--- config.mk ---
export PLATFORM = sky130hd
export DESIGN_NAME = ldm_stm_sequencer_flat
export DESIGN_NICKNAME = d
export VERILOG_FILES = /design/src/rtl/ldm_stm_sequencer_pkg.sv /design/src/rtl/ldm_stm_sequencer_if.sv /design/src/rtl/ldm_stm_sequencer_reg_list_scanner.sv /design/src/rtl/ldm_stm_sequencer.sv /design/src/flat_wrapper.sv
export SDC_FILE = /design/constraint.sdc
export NUM_CORES = 1
export LEC_CHECK = 0
export ABC_AREA = 1
export CORE_MARGIN = 4
export CORE_UTILIZATION = 30
export CTS_CLUSTER_SIZE = 40
export DETAILED_ROUTE_END_ITERATION = 8
export HOLD_SLACK_MARGIN = 0.03
export PLACE_DENSITY = 0.57
export SYNTH_ARGS = -nofsm -noshare
export SYNTH_HDL_FRONTEND = slang
export SYNTH_SLANG_ARGS = --single-unit
--- constraint.sdc ---
create_clock -name clk -period 6.7 [get_ports clk]
set_input_delay 1.675 -clock clk [delete_from_list [all_inputs] [get_ports clk]]
set_output_delay 1.675 -clock clk [all_outputs]
set_load 0.05 [all_outputs]
--- src/rtl/ldm_stm_sequencer_pkg.sv ---
// Shared definitions for the LDM/STM block-transfer sequencer:
// state encoding, IR field positions, word size and a popcount helper.
package ldm_stm_sequencer_pkg;

  typedef enum logic [2:0] {
    ST_IDLE   = 3'd0,
    ST_SETUP  = 3'd1,
    ST_REQ    = 3'd2,
    ST_LOADWR = 3'd3,
    ST_FINISH = 3'd4
  } state_t;

  localparam int IR_P       = 24;
  localparam int IR_U       = 23;
  localparam int IR_W       = 21;
  localparam int IR_L       = 20;
  localparam int IR_RN_LO   = 16;
  localparam int WORD_BYTES = 4;

  function automatic logic [4:0] popcount16(input logic [15:0] v);
    logic [4:0] c;
    c = 5'd0;
    for (int i = 0; i < 16; i++) c = c + 5'(v[i]);
    return c;
  endfunction

endpackage

--- src/rtl/ldm_stm_sequencer_if.sv ---
// Bus between the control unit (master) and the LDM/STM sequencer (slave),
// including a debug view of the sequencer state.
interface ldm_stm_sequencer_if
  import ldm_stm_sequencer_pkg::*;
#(
  parameter int ADDR_W = 32
) ();
  logic              start;
  logic [31:0]       IR;
  logic [ADDR_W-1:0] base_value;
  logic              MOC;
  logic              busy;
  logic              mem_req;
  logic              mem_rw;
  logic [ADDR_W-1:0] mem_addr;
  logic [3:0]        reg_num;
  logic              reg_we;
  logic              wb_en;
  logic [3:0]        wb_num;
  logic [ADDR_W-1:0] wb_value;
  logic              done;
  state_t            dbg_state;

  // Memory handshake: mem_req/mem_rw/mem_addr stay stable from the first
  // cycle of a request until the edge that samples MOC high; that edge
  // completes the transfer. MOC seen while mem_req is low has no effect.
  modport master (
    output start, IR, base_value, MOC,
    input  busy, mem_req, mem_rw, mem_addr, reg_num, reg_we,
    input  wb_en, wb_num, wb_value, done, dbg_state
  );

  modport slave (
    input  start, IR, base_value, MOC,
    output busy, mem_req, mem_rw, mem_addr, reg_num, reg_we,
    output wb_en, wb_num, wb_value, done, dbg_state
  );
endinterface

--- src/rtl/ldm_stm_sequencer_reg_list_scanner.sv ---
// Lowest-set-bit encoder for a 16-bit register list: index, any-set flag,
// and the list with that bit cleared.
module reg_list_scanner (
  input  logic [15:0] i_mask,
  output logic [3:0]  o_idx,
  output logic        o_valid,
  output logic [15:0] o_rest
);
  always_comb begin
    o_idx = 4'd0;
    for (int i = 15; i >= 0; i--) begin
      if (i_mask[i]) o_idx = 4'(i);
    end
    o_valid = |i_mask;
    o_rest  = i_mask & (i_mask - 16'd1);
  end
endmodule

--- src/rtl/ldm_stm_sequencer.sv ---
// LDM/STM sequencer: walks the register list lowest-first, issues one memory
// request per register, then reports base writeback and a done pulse.
module ldm_stm_sequencer
  import ldm_stm_sequencer_pkg::*;
#(
  parameter int ADDR_W = 32
) (
  input logic                clk,
  input logic                reset,
  ldm_stm_sequencer_if.slave bus
);
  state_t            r_state;
  logic              r_p, r_u, r_w, r_l;
  logic [15:0]       r_list;
  // Bits still to transfer after the one currently in r_reg_num.
  logic [15:0]       r_mask;
  logic [ADDR_W-1:0] r_base;
  logic [ADDR_W-1:0] r_addr;
  logic              r_busy, r_mem_req, r_mem_rw, r_reg_we;
  logic              r_wb_en, r_done;
  logic [3:0]        r_reg_num, r_wb_num;
  logic [ADDR_W-1:0] r_wb_value;

  logic [3:0]        w_scan_idx;
  logic              w_scan_vld;
  logic [15:0]       w_scan_rest;
  logic [4:0]        w_n;
  logic [ADDR_W-1:0] w_four_n, w_word, w_start_addr, w_wb_value;
  logic              w_advance, w_step;

  reg_list_scanner u_scan (
    .i_mask  (r_mask),
    .o_idx   (w_scan_idx),
    .o_valid (w_scan_vld),
    .o_rest  (w_scan_rest)
  );

  assign w_n        = popcount16(r_list);
  assign w_four_n   = ADDR_W'({w_n, 2'b00});
  assign w_word     = ADDR_W'(WORD_BYTES);
  assign w_wb_value = r_u ? (r_base + w_four_n) : (r_base - w_four_n);

  always_comb begin
    w_start_addr = r_base;
    case ({r_p, r_u})
      2'b01:   w_start_addr = r_base;
      2'b11:   w_start_addr = r_base + w_word;
      2'b00:   w_start_addr = r_base - w_four_n + w_word;
      default: w_start_addr = r_base - w_four_n;
    endcase
  end

  assign w_advance = (r_state == ST_LOADWR) ||
                     ((r_state == ST_REQ) && bus.MOC && !r_l);
  assign w_step    = (r_state == ST_SETUP) || w_advance;

  always_ff @(posedge clk) begin
    if (reset) begin
      r_state    <= ST_IDLE;
      {r_p, r_u, r_w, r_l} <= 4'b0000;
      r_list     <= '0;
      r_mask     <= '0;
      r_base     <= '0;
      r_addr     <= '0;
      r_busy     <= 1'b0;
      r_mem_req  <= 1'b0;
      r_mem_rw   <= 1'b0;
      r_reg_we   <= 1'b0;
      r_wb_en    <= 1'b0;
      r_done     <= 1'b0;
      r_reg_num  <= '0;
      r_wb_num   <= '0;
      r_wb_value <= '0;
    end else begin
      case (r_state)
        ST_IDLE: begin
          if (bus.start) begin
            r_p      <= bus.IR[IR_P];
            r_u      <= bus.IR[IR_U];
            r_w      <= bus.IR[IR_W];
            r_l      <= bus.IR[IR_L];
            r_wb_num <= bus.IR[IR_RN_LO +: 4];
            r_list   <= bus.IR[15:0];
            r_mask   <= bus.IR[15:0];
            r_base   <= bus.base_value;
            r_busy   <= 1'b1;
            r_state  <= ST_SETUP;
          end
        end
        ST_SETUP: begin
          r_addr     <= w_start_addr & ~ADDR_W'(3);
          r_wb_value <= w_wb_value;
        end
        ST_REQ: begin
          if (bus.MOC) begin
            r_mem_req <= 1'b0;
            if (r_l) begin
              r_reg_we <= 1'b1;
              r_state  <= ST_LOADWR;
            end else begin
              r_addr <= r_addr + w_word;
            end
          end
        end
        ST_LOADWR: begin
          r_reg_we <= 1'b0;
          r_addr   <= r_addr + w_word;
        end
        ST_FINISH: begin
          r_done  <= 1'b0;
          r_wb_en <= 1'b0;
          r_busy  <= 1'b0;
          r_state <= ST_IDLE;
        end
        default: r_state <= ST_IDLE;
      endcase

      // Shared exit from SETUP / a completed transfer: next register or finish.
      if (w_step) begin
        if (w_scan_vld) begin
          r_reg_num <= w_scan_idx;
          r_mask    <= w_scan_rest;
          r_mem_req <= 1'b1;
          r_mem_rw  <= r_l;
          r_state   <= ST_REQ;
        end else begin
          r_mem_req <= 1'b0;
          r_mem_rw  <= 1'b0;
          r_done    <= 1'b1;
          r_wb_en   <= r_w && (r_list != 16'd0) && !(r_l && r_list[r_wb_num]);
          r_state   <= ST_FINISH;
        end
      end
    end
  end

  assign bus.busy      = r_busy;
  assign bus.mem_req   = r_mem_req;
  assign bus.mem_rw    = r_mem_rw;
  assign bus.mem_addr  = r_addr;
  assign bus.reg_num   = r_reg_num;
  assign bus.reg_we    = r_reg_we;
  assign bus.wb_en     = r_wb_en;
  assign bus.wb_num    = r_wb_num;
  assign bus.wb_value  = r_wb_value;
  assign bus.done      = r_done;
  assign bus.dbg_state = r_state;

endmodule

--- src/flat_wrapper.sv ---
// flat-port wrapper written by rule: the top's interface ports become plain ports
module ldm_stm_sequencer_flat import ldm_stm_sequencer_pkg::*;
#(
  parameter int ADDR_W = 32
)
  (clk, reset, bus_start, bus_IR, bus_base_value, bus_MOC, bus_busy, bus_mem_req, bus_mem_rw, bus_mem_addr, bus_reg_num, bus_reg_we, bus_wb_en, bus_wb_num, bus_wb_value, bus_done, bus_dbg_state);
  ldm_stm_sequencer_if #(.ADDR_W(ADDR_W)) bus_i ();
  input logic clk;
  input logic reset;
  input wire logic [$bits(bus_i.start)-1:0] bus_start;
  input wire logic [$bits(bus_i.IR)-1:0] bus_IR;
  input wire logic [$bits(bus_i.base_value)-1:0] bus_base_value;
  input wire logic [$bits(bus_i.MOC)-1:0] bus_MOC;
  output wire logic [$bits(bus_i.busy)-1:0] bus_busy;
  output wire logic [$bits(bus_i.mem_req)-1:0] bus_mem_req;
  output wire logic [$bits(bus_i.mem_rw)-1:0] bus_mem_rw;
  output wire logic [$bits(bus_i.mem_addr)-1:0] bus_mem_addr;
  output wire logic [$bits(bus_i.reg_num)-1:0] bus_reg_num;
  output wire logic [$bits(bus_i.reg_we)-1:0] bus_reg_we;
  output wire logic [$bits(bus_i.wb_en)-1:0] bus_wb_en;
  output wire logic [$bits(bus_i.wb_num)-1:0] bus_wb_num;
  output wire logic [$bits(bus_i.wb_value)-1:0] bus_wb_value;
  output wire logic [$bits(bus_i.done)-1:0] bus_done;
  output wire logic [$bits(bus_i.dbg_state)-1:0] bus_dbg_state;
  assign bus_i.start = bus_start;
  assign bus_i.IR = bus_IR;
  assign bus_i.base_value = bus_base_value;
  assign bus_i.MOC = bus_MOC;
  assign bus_busy = bus_i.busy;
  assign bus_mem_req = bus_i.mem_req;
  assign bus_mem_rw = bus_i.mem_rw;
  assign bus_mem_addr = bus_i.mem_addr;
  assign bus_reg_num = bus_i.reg_num;
  assign bus_reg_we = bus_i.reg_we;
  assign bus_wb_en = bus_i.wb_en;
  assign bus_wb_num = bus_i.wb_num;
  assign bus_wb_value = bus_i.wb_value;
  assign bus_done = bus_i.done;
  assign bus_dbg_state = bus_i.dbg_state;
  ldm_stm_sequencer #(.ADDR_W(ADDR_W)) u_core (.clk(clk), .reset(reset), .bus(bus_i));
endmodule
==> flow_metrics.tcl <==
set metrics [dict create \
    status "completed" \
    placed_cell_area_mm2 0.0133 \
    floorplan.io_pins 149 \
    cts_inserted_buffers 17 \
    layout.cells.most_common_list "nand2_1, a21oi_1, inv_1" \
    p_leak_nw 5.63 \
    r2r_cells 23 \
    fp.dieH_um 204 \
    critical_path_required_ns 7.02 \
    core_area_mm2 0.0378 \
    maxCapViolations 0 \
    final.hold.worst_slack_ns 0.468 \
    cp_cell_sequence "inv_1 > ha_1 > inv_1 > fa_1 > fa_1 > fa_1 > fa_1 > fa_1 > fa_1 > xnor2_1 > ha_4 > nor2_4 > nand2_1 > nand3_1 > nand3_1 > nand2_2 > nand2_2 > nor2_2 > nand2_4 > o21ai_0 > o211ai_1 > o211ai_1 > a31oi_1" \
    synthDistinctLibCells 52 \
    worstSetupStartpointType "register" \
    min_delay_path_depth 2 \
    fp.dieW_um 204 \
    drt_iter0_drc 1148 \
    fin_setup_tns_ns 0 \
    global_route_wire_length_before_repair_mm 70.0 \
    min_from "u_core.bus.wb_value[31]" \
    synth-compound-area-share_pct 21.0 \
    irDropWorstVdd_mv 0.280 \
    power.total_mw 8.63 \
    final.period_utilization_pct 95.4 \
    finish.instance_area_mm2 0.0139 \
    globalRoute.busiestLayer "met2" \
    synth-async-reset-ratio_pct 0 \
    synth_fa_ha_area_share_pct 4.57 \
    detailed_place_hpwl_mm 35.4 \
    gr-usage-all-layers_pct 21.7 \
    netlist_instances 1845 \
    die_area_mm2 0.0417 \
    dpl.cell_count 2421 \
    post_synthesis_sequential_element_count 147 \
    drt_first_pass_iters 7 \
    globalRouteMet2Util_pct 36.2 \
    synth-xor-area-share_pct 1.96 \
    max-clock-path-buffers 2 \
    path_class "reg2reg" \
    critPathMostFrequentCell "fa_1" \
    critPathCaptureType "register" \
    final_layout_size_suffix_gt1_share_pct 10.4 \
    worst_hold_path_type "reg2reg" \
    worstSkewPairLatency_ns 0.47 \
    finalNonFillerCells 2453 \
    path_clk_slew_ns 0.06 \
    dominantRegCellSynth "dfxtp_1" \
    synth-edff-count 0 \
    share_of_the_core_filled_with_cells_pct 36.7 \
    skew_ns 0.0288 \
    grt_remaining_overflow 0 \
    synthSimpleGateAreaFrac_pct 36.8 \
    grt_antenna_before_repair 1 \
    max-slew-margin-rel_pct 27.2 \
    initial_utilization_pct 30.5 \
    viasPerCell 5.19 \
    worstHoldEndpoint "u_core.bus.wb_value[31]" \
    crit-reg2reg-launch "u_core.r_list[1]" \
    yosys.area.top_type_share_pct 25.5 \
    cts_max_level 4 \
    clock_sinks 147 \
    synth.mux.area_fraction_pct 0 \
    reg2reg_slack_ns 0.31 \
    global_route.usage.met3_pct 3.95 \
    netlist.top_cell.by_area "dfxtp_1" \
    groute.layer.met1.usage_pct 28.1 \
    ys_warn_count 0 \
    grt_start_max_net_pins 68 \
    via_count 12700 \
    flow.area_growth_from_synthesis_pct 20.3 \
    synthesis.area_mm2 0.0115 \
    num-nets-final 2032 \
    rsz0062_at_grt "no" \
    timing.critical_path.slowest_stage_cell "fa_1" \
    rows 71 \
    portBuffers 138 \
    wl_per_cell_um 19.0 \
    tritoncts "built" \
    antenna_violating_nets_post_route 0 \
    synth_top_family_by_area "simple AND/OR/NAND/NOR gates" \
    drt_drc_violations_left 0 \
    slew_violations 0 \
    path_max_fanout 10 \
    rr_endpoint "u_core.bus.mem_addr[8]" \
    sequential_element_share_of_the_synthesized_area_pct 25.5 \
    power-per-cell-area_mw_per_mm2 622 \
    crit_path_start "u_core.r_list[1]" \
    layout_commonest_cell "nand2_1" \
    avgSynthCellArea_um2 6.26 \
    clockRootBuffer "clkbuf_16" \
    final_period_minus_worst_setup_slack_ns 6.39 \
    crit_path_max_incr_delay_ns 0.53 \
    setup_viol 0 \
    first_global_vias 11900 \
    finalWeightedCongestion 1.01 \
    post-route-worst-setup-slack_ns 0.305 \
    final_hold_viol_count 0 \
    detail_route.wirelength_mm 46.5 \
    yosys-top-cells-area "dfxtp_1, nand2_1, a21oi_1" \
    timing.fmax_mhz 156 \
    antenna_cells_inserted 0 \
    dpl_worst_slack_ns 0.193 \
    cp.arrival_ns 6.71 \
    tightestPinTransition_ns 1.09 \
]
==> flip-flops by register name, indices dropped and copies added (netlist names) <==
name	flops
u_core.bus.dbg_state	3
u_core.bus.wb_en	1
u_core.bus.done	1
u_core.bus.mem_rw	1
u_core.bus.busy	1
u_core.bus.mem_addr	30
u_core.r_base	32
u_core.bus.wb_num	4
u_core.r_w	1
u_core.bus.wb_value	32
u_core.r_list	16
u_core.r_p	1
u_core.r_l	1
u_core.bus.reg_num	4
u_core.bus.reg_we	1
u_core.r_u	1
u_core.bus.mem_req	1
u_core.r_mask	16
==> cells in the mapped netlist (14+ instances only) <==
master and instances:
nand3_1 149, a21oi_1 198, nand4_1 20, inv_2 14, inv_1 171, nor2_4 17
dfxtp_1 147, nor2_1 147, a31oi_1 18, nand2_1 445, nor2_2 26, clkbuf_1 59
xor2_1 19, nor3_1 20, ha_1 23, o211ai_1 35, nand2_2 46, o21ai_0 148
==> how the worst max path moves through the flow <==
stage	endpoint	slack (ns)	depth (start not counted)
finish	u_core.bus.mem_addr[8]	0.31	23
CTS	u_core.bus.mem_addr[20]	0.18	28
detailed placement	u_core.bus.mem_addr[20]	0.19	28
floorplan	u_core.bus.mem_addr[30]	1.06	27
global route	u_core.bus.mem_addr[19]	0.005	30
global placement	u_core.bus.mem_addr[20]	0.24	28
==> final cells by class <==
type                       instances  area (µm²)
multi-input combinational       1417        7490
timing repair buffer             156        1510
sequential                       147        2940
tap                              511         639
fill                            4161       24000
clock inverter                    12         120
clock buffer                      20         457
inverter                         190         719
==> where the power goes <==
part           internal, mW  switching (mW)  total, mW
logic                  1.81            4.36       6.17
clock network         0.538           0.424      0.962
registers              1.14           0.354       1.50
==> what timing repair did <==
action	in CTS	in global routing
buffers inserted	0	0
hold buffers	0	0
gates resized for setup	0	13
endpoints found under the setup margin	0	27
==> layer usage <==
metal  vias up  part of all wire, %  wire length (µm)
li1       6270                    -                 -
met5         -                0.028                13
met2       468                   47             22000
met1      5915                   43             20000
met4         2                  3.5              1630
met3        77                  6.3              2950
==> worst max-delay path, delay by kind of cell, from the launching register on <==
kind	cells	cell delay, ns
adders and majority gates	8	3.33
AOI/OAI and AO/OA	4	0.93
DFF	1	0.36
xor gates and xnor gates	1	0.34
and+or+nand+nor	8	1.17
buffers and inverters	2	0.12
==> logic make-up (layout without fill, tap and decap cells) <==
| family | after synthesis | after routing |
|---|---|---|
| other | 1 | 2 |
| flip-flops | 147 | 147 |
| adder cells (fa/ha/maj) | 35 | 35 |
| buffers and inverters | 282 | 378 |
| AO/OA/AOI/OAI | 444 | 444 |
| AND/OR/NAND/NOR | 911 | 911 |
| XOR/XNOR | 25 | 25 |
(Power assumes the default switching activity.)
